[src/rtl/fft_bank_scheduler.sv]
// fft_bank_scheduler: ping-pong bank scheduler for the spectrum display path.
// Writes each complete FFT frame into the write half of a dual-bank RAM and
// swaps banks only on the rising edge of vsync. This prevents the display from
// tearing. It also sequences the display read point from data_req and
// fft_point_done.
// Optional feature macro: FFT_SCHED_STATS_EN (frame drop/error counters).
module fft_bank_scheduler #(
  parameter int unsigned POINTS = 512,
  parameter int unsigned AW     = 9,
  parameter int unsigned DW     = 9,
  parameter int unsigned CW     = 16
) (
  input  logic          pclk,
  input  logic          rst_n,
  input  logic [DW-1:0] fft_data,
  input  logic          fft_valid,
  input  logic          fft_eop,
  input  logic          i_vs,
  input  logic          data_req,
  input  logic          fft_point_done,
  output logic          ram_wr_en,
  output logic [AW:0]   ram_wr_addr,
  output logic [DW-1:0] ram_wr_data,
  output logic [AW:0]   ram_rd_addr,
  output logic [AW-1:0] fft_point_cnt,
  output logic          disp_valid,
  output logic [CW-1:0] frame_drop_cnt,
  output logic [CW-1:0] frame_err_cnt
);

  localparam logic [AW-1:0] LastPt = AW'(POINTS - 1);

  typedef enum logic [1:0] {WIdle, WFill, WDone} wr_state_e;

  wr_state_e     state_q, state_d;
  logic [AW-1:0] wr_cnt_q, wr_cnt_d;
  logic          full_q, full_d;      // frame ran past the last point without eop
  logic          wr_bank_q, wr_bank_d;
  logic          rd_bank_q, rd_bank_d;
  logic          disp_valid_q, disp_valid_d;
  logic [AW-1:0] pt_cnt_q, pt_cnt_d;
  logic          vs_d_q;
  logic          wr_en_q, wr_en_d;
  logic [AW:0]   wr_addr_q, wr_addr_d;
  logic [DW-1:0] wr_data_q, wr_data_d;

  logic          vs_rise;
  logic          swap;
  logic          drop_inc;
  logic          err_inc;
  logic [AW-1:0] cur_pt;
  logic          cur_bad;

  assign vs_rise = i_vs & ~vs_d_q;
  assign swap    = vs_rise && (state_q == WDone);

  // Writer FSM next state and registered RAM write port
  always_comb begin
    state_d   = state_q;
    wr_cnt_d  = wr_cnt_q;
    full_d    = full_q;
    wr_en_d   = 1'b0;
    wr_addr_d = wr_addr_q;
    wr_data_d = wr_data_q;
    drop_inc  = 1'b0;
    err_inc   = 1'b0;
    cur_pt    = '0;
    cur_bad   = 1'b0;
    unique case (state_q)
      WIdle, WFill: begin
        if (fft_valid) begin
          // W_IDLE always starts a fresh frame at point 0
          cur_pt  = (state_q == WIdle) ? '0 : wr_cnt_q;
          cur_bad = (state_q == WFill) && full_q;
          if (!cur_bad) begin
            wr_en_d   = 1'b1;
            wr_addr_d = {wr_bank_q, cur_pt};
            wr_data_d = fft_data;
          end
          if (fft_eop) begin
            full_d   = 1'b0;
            wr_cnt_d = '0;
            if (!cur_bad && (cur_pt == LastPt)) begin
              state_d = WDone;
            end else begin
              state_d = WIdle;
              err_inc = 1'b1;
            end
          end else begin
            state_d = WFill;
            if (cur_bad || (cur_pt == LastPt)) begin
              full_d = 1'b1;
            end else begin
              full_d   = 1'b0;
              wr_cnt_d = cur_pt + AW'(1);
            end
          end
        end
      end
      WDone: begin
        // Frame held until the display takes it; extra frames are discarded
        if (fft_valid && fft_eop) drop_inc = 1'b1;
        if (vs_rise) state_d = WIdle;
      end
      default: state_d = WIdle;
    endcase
  end

  // Bank swap at vsync and display point sequencing
  always_comb begin
    rd_bank_d    = rd_bank_q;
    wr_bank_d    = wr_bank_q;
    disp_valid_d = disp_valid_q;
    pt_cnt_d     = pt_cnt_q;
    if (swap) begin
      rd_bank_d    = wr_bank_q;
      wr_bank_d    = ~wr_bank_q;
      disp_valid_d = 1'b1;
    end
    if (swap || fft_point_done) begin
      pt_cnt_d = '0;
    end else if (data_req && (pt_cnt_q != LastPt)) begin
      pt_cnt_d = pt_cnt_q + AW'(1);
    end
  end

  // All scheduler state, cleared asynchronously
  always_ff @(posedge pclk or negedge rst_n) begin
    if (!rst_n) begin
      state_q      <= WIdle;
      wr_cnt_q     <= '0;
      full_q       <= 1'b0;
      wr_bank_q    <= 1'b1;
      rd_bank_q    <= 1'b0;
      disp_valid_q <= 1'b0;
      pt_cnt_q     <= '0;
      vs_d_q       <= 1'b0;
      wr_en_q      <= 1'b0;
      wr_addr_q    <= '0;
      wr_data_q    <= '0;
    end else begin
      state_q      <= state_d;
      wr_cnt_q     <= wr_cnt_d;
      full_q       <= full_d;
      wr_bank_q    <= wr_bank_d;
      rd_bank_q    <= rd_bank_d;
      disp_valid_q <= disp_valid_d;
      pt_cnt_q     <= pt_cnt_d;
      vs_d_q       <= i_vs;
      wr_en_q      <= wr_en_d;
      wr_addr_q    <= wr_addr_d;
      wr_data_q    <= wr_data_d;
    end
  end

  assign ram_wr_en     = wr_en_q;
  assign ram_wr_addr   = wr_addr_q;
  assign ram_wr_data   = wr_data_q;
  assign ram_rd_addr   = {rd_bank_q, pt_cnt_q};
  assign fft_point_cnt = pt_cnt_q;
  assign disp_valid    = disp_valid_q;

`ifdef FFT_SCHED_STATS_EN
  logic [CW-1:0] drop_cnt_q, drop_cnt_d;
  logic [CW-1:0] err_cnt_q, err_cnt_d;

  // Saturating statistics counters
  always_comb begin
    drop_cnt_d = drop_cnt_q;
    err_cnt_d  = err_cnt_q;
    if (drop_inc && (drop_cnt_q != '1)) drop_cnt_d = drop_cnt_q + CW'(1);
    if (err_inc && (err_cnt_q != '1)) err_cnt_d = err_cnt_q + CW'(1);
  end

  // Statistics counter registers
  always_ff @(posedge pclk or negedge rst_n) begin
    if (!rst_n) begin
      drop_cnt_q <= '0;
      err_cnt_q  <= '0;
    end else begin
      drop_cnt_q <= drop_cnt_d;
      err_cnt_q  <= err_cnt_d;
    end
  end

  assign frame_drop_cnt = drop_cnt_q;
  assign frame_err_cnt  = err_cnt_q;
`else
  logic unused_stats;
  assign unused_stats   = drop_inc ^ err_inc;
  assign frame_drop_cnt = '0;
  assign frame_err_cnt  = '0;
`endif

endmodule

[config.mk]
export PLATFORM = sky130hd
export DESIGN_NAME = fft_bank_scheduler
export DESIGN_NICKNAME = d
export VERILOG_FILES = /design/src/rtl/fft_bank_scheduler.sv
export SDC_FILE = /design/constraint.sdc
export NUM_CORES = 1
export LEC_CHECK = 0
export ABC_AREA = 1
export CORE_AREA = 8 8 81 83
export CTS_CLUSTER_DIAMETER = 120
export DETAILED_ROUTE_END_ITERATION = 12
export DIE_AREA = 0 0 89 91
export MAX_ROUTING_LAYER = met4
export PLACE_DENSITY = 0.84
export RECOVER_POWER = 100
export SYNTH_ARGS = -nofsm -noshare
export SYNTH_HDL_FRONTEND = slang
export SYNTH_SLANG_ARGS = --single-unit
export TNS_END_PERCENT = 20
[constraint.sdc]
create_clock -name pclk -period 3.81 [get_ports pclk]
set_input_delay 0.762 -clock pclk [delete_from_list [all_inputs] [get_ports pclk]]
set_output_delay 0.762 -clock pclk [all_outputs]
set_load 0.005 [all_outputs]
==> out/metrics.yaml <==
run_status:
  outcome: "complete, but fails checks"
  violations: "capacitance limit, slew limit"
worst_setup_path:
  cp_max_fo: 25
  reg2reg_to: "wr_cnt_q[2]$_DFFE_PN0P_"
  r2r_setup_slack_ns: 1.04
  r2r.worst_path.cells: 11
  worstSetupStartpointType: "input pin"
  cpPeakStageDelay_ns: 1.00
  cpMostUsedCell: "nand2_1"
  cp_num_buf_inv: 2
  cp.arrival_ns: 3.04
  critPathKind: "in2reg"
  crit_chain: "dlygate4sd3_1, nand2_1, nor2_1, inv_4, nand2_1, o21ai_0"
  cp-end-kind: "register"
  crit_start: "fft_valid"
  cp.required_ns: 3.98
  slowest_stage: "nor2_1"
  critical_path.top_delay_family: "simple AND/OR/NAND/NOR gates"
  reg2reg_from: "state_q[0]$_DFFE_PN0P_"
timing:
  max_freq_mhz: 349
  tns_ns: 0
  worstMarginPinSlew_ns: 2.32
  hold_viol_final: 0
  finalSetupViolCount: 0
  relSlewSlack: -0.545
  post-route-period-util: 0.752
  fin_hold_ws_ns: 0.469
  skew_ns: 0.00568
  rsz0062_at_grt: "no"
  drv_slew: 46
  min_period_ns: 2.87
global_routing:
  grt_max_degree: 46
  gr-usage-all-layers: 0.141
  antenna_found_initial: 0
  grt-ovfl-total: 0
  grt_pass1_wl_um: 8710
  grt_pass1_vias: 1777
yosys:
  ys_seq_area_frac: 0.449
  synth_cell_types: 33
  ys.warnings.count: 0
  ys_seq_elements: 45
  ys.flop_type: "dfrtp_1"
  synth_top_area_share: 0.438
  synth_mux_area_frac: 0
  synth_compound_area_frac: 0.0777
  synth-xor-area-share: 0.0105
  synthArstFlopShare: 1.00
  synth.most_common_cell: "nand2_1"
  synth_edf_count: 0
  syn_inst: 294
  synth_simple_gate_area_frac: 0.256
  synthTopCellsByCount: "nand2_1, dfrtp_1, buf_4"
  syn_area_per_cell_sq_um: 8.55
  synth_top_area_cell: "dfrtp_1"
  synthAdderAreaFrac: 0.0199
  synth_top_family_by_area: "simple AND/OR/NAND/NOR gates"
  synthesis.area_sq_um: 2510
  synth.area.top_cells: "dfrtp_1, buf_4, nand2_1, inv_1, nor2_1"
min_path:
  min_to: "ram_wr_data[1]$_DFFE_PN0P_"
  whs_path_depth: 2
  hp-start: "ram_wr_data[1]$_DFFE_PN0P_"
  hp-class: "reg2reg"
clock_network:
  hold_buffers: 0
  cts_setup_buffers: 0
  cts_buffers: 5
  post_cts_resized: 0
  root_buffer: "clkbuf_8"
  cts_tree: "yes"
  clk_pin_slew_ns: 0.08
  clk_latency_ns: 0.30
  clk_path_buf_depth: 2
  cts-htree-levels: 2
  cts.sinks: 45
place:
  port_buffers: 55
  place_inst: 407
  place_area_sq_um: 2920
  place.gp.congestion: 0.910
  dp_hpwl_um: 4310
drt:
  wl_per_cell_um: 13.6
  drtPass1Iterations: 4
  num_vias: 1943
  ant_nets: 0
  wirelength_um: 5660
  initialDrtViolationCount: 119
  drc: 0
  viasPerCell: 4.68
final_layout:
  antennaDiodeCount: 0
  finalInstanceArea_sq_um: 2970
  fin_cells: 415
  multi_input_area_sq_um: 953
  fin_nets: 362
  nFillCells: 479
  area_growth_pct: 18.1
  seq_area_sq_um: 1130
  layout-drive-gt1-share: 0.0729
floorplan:
  die_h_um: 91
  core_region_area_sq_um: 5340
  ios: 88
  initial_core_util: 0.471
  rows: 27
  die_w_um: 89
  dieArea_sq_um: 8100
job:
  cap_violations: 1
pwr:
  power_density_nw_per_um2: 359
  p_leak_nw: 1.56
  vdd_drop_max_mv: 0.146
[metrics by stage]
stage,util,worst slack [ns],power [W]
2_1_floorplan,-,1.79,0.000618
3_5_place_dp,0.546,1.41,0.000669
3_3_place_gp,0.546,1.47,0.000664
4_1_cts,0.571,1.55,0.00109
6_report,0.556,0.943,0.00107
5_1_grt,0.556,0.750,0.00111
[power by group]
part | switching [W] | total [W] | internal, W
Clock | 0.000162 | 0.000423 | 0.000260
Sequential | 0.0000134 | 0.000513 | 0.000499
Combinational | 0.0000750 | 0.000129 | 0.0000544
Total | 0.000251 | 0.00107 | 0.000814
[per-layer routing]
| layer | track usage | wire length (um) | vias up |
|---|---|---|---|
| met2 | 0.233 | 2790 | 72 |
| met1 | 0.158 | 2320 | 923 |
| li1 | - | - | 944 |
| met5 | - | 0 | - |
| met4 | 0.0444 | 54 | 0 |
| met3 | 0.0414 | 495 | 4 |
[final cells by class]
| cell class | instances | share of cell area |
|---|---|---|
| clock buffer | 5 | 0.0232 |
| clock inverter | 3 | 0.0219 |
| inverter | 30 | 0.0396 |
| multi-input combinational | 205 | 0.321 |
| sequential | 45 | 0.380 |
| tap | 72 | 0.0304 |
| timing repair buffer | 55 | 0.183 |
[state kept, by name (all words and copies together) (netlist names)]
name and cells:
ram_wr_addr 10, fft_point_cnt 9, ram_wr_data 9, wr_cnt_q 9, state_q 2, disp_valid 1, full_q 1, ram_wr_en 1
rd_bank_q 1, vs_d_q 1, wr_bank_q 1
[worst reg2reg max path, stage by stage (launching register included)]
cell and delay [ns]:
dfrtp_1 0.46, nor2_1 0.46, nor2_1 0.14, ha_1 0.25, nand4_1 0.19, nor3_1 0.07
ha_1 0.19, o21bai_2 0.19, a21oi_1 0.34, inv_1 0.20, nand2_1 0.09, o21ai_0 0.09
[cells by family after synthesis]
family / count (synthesis)
xor+xnor: 3
fa+ha+maj: 4
simple gates: 136
buf+inv: 75
compound gates: 30
other cells: 1
flops: 45
[cell usage in the layout (no fill, tap or decap)]
master           synthesis  layout
a21oi_1                  6       7
a32o_1                   1       1
and3_1                   1       1
bufinv_16                0       2
clkbuf_1                 0       1
clkbuf_8                 0       5
clkdlybuf4s50_1          0      12
clkinv_2                 0       1
conb_1                   1      32
dfrtp_1                 44      44
dfstp_2                  1       1
dlygate4sd3_1            0      42
ha_1                     4       4
inv_1                   24      25
inv_2                    4       3
inv_4                    2       2
nand2_1                 86      87
nand2_2                  3       3
nand2_4                  3       2
nand3_1                 11      13
nand3_2                  2       1
nand4_1                  2       3
nor2_1                  18      20
nor2_2                   2       2
nor2_4                   4       2
nor3_1                   2       2
o21ai_0                  6      16
o21ai_1                  5       1
o21bai_1                 2       2
o21bai_2                 1       1
o22ai_1                  2       2
xor2_1                   3       3
[worst max-delay path by stage]
stage                                       to  cells after the start
finish              ram_wr_addr[9]$_DFFE_PN0P_                      6
global route        ram_wr_addr[2]$_DFFE_PN0P_                      6
CTS                    wr_cnt_q[6]$_DFFE_PN0P_                     11
detailed placement  ram_wr_addr[9]$_DFFE_PN0P_                      6
global placement    ram_wr_addr[6]$_DFFE_PN0P_                      6
floorplan              wr_cnt_q[2]$_DFFE_PN0P_                     11
No activity file was read; power rests on OpenSTA's default activity.
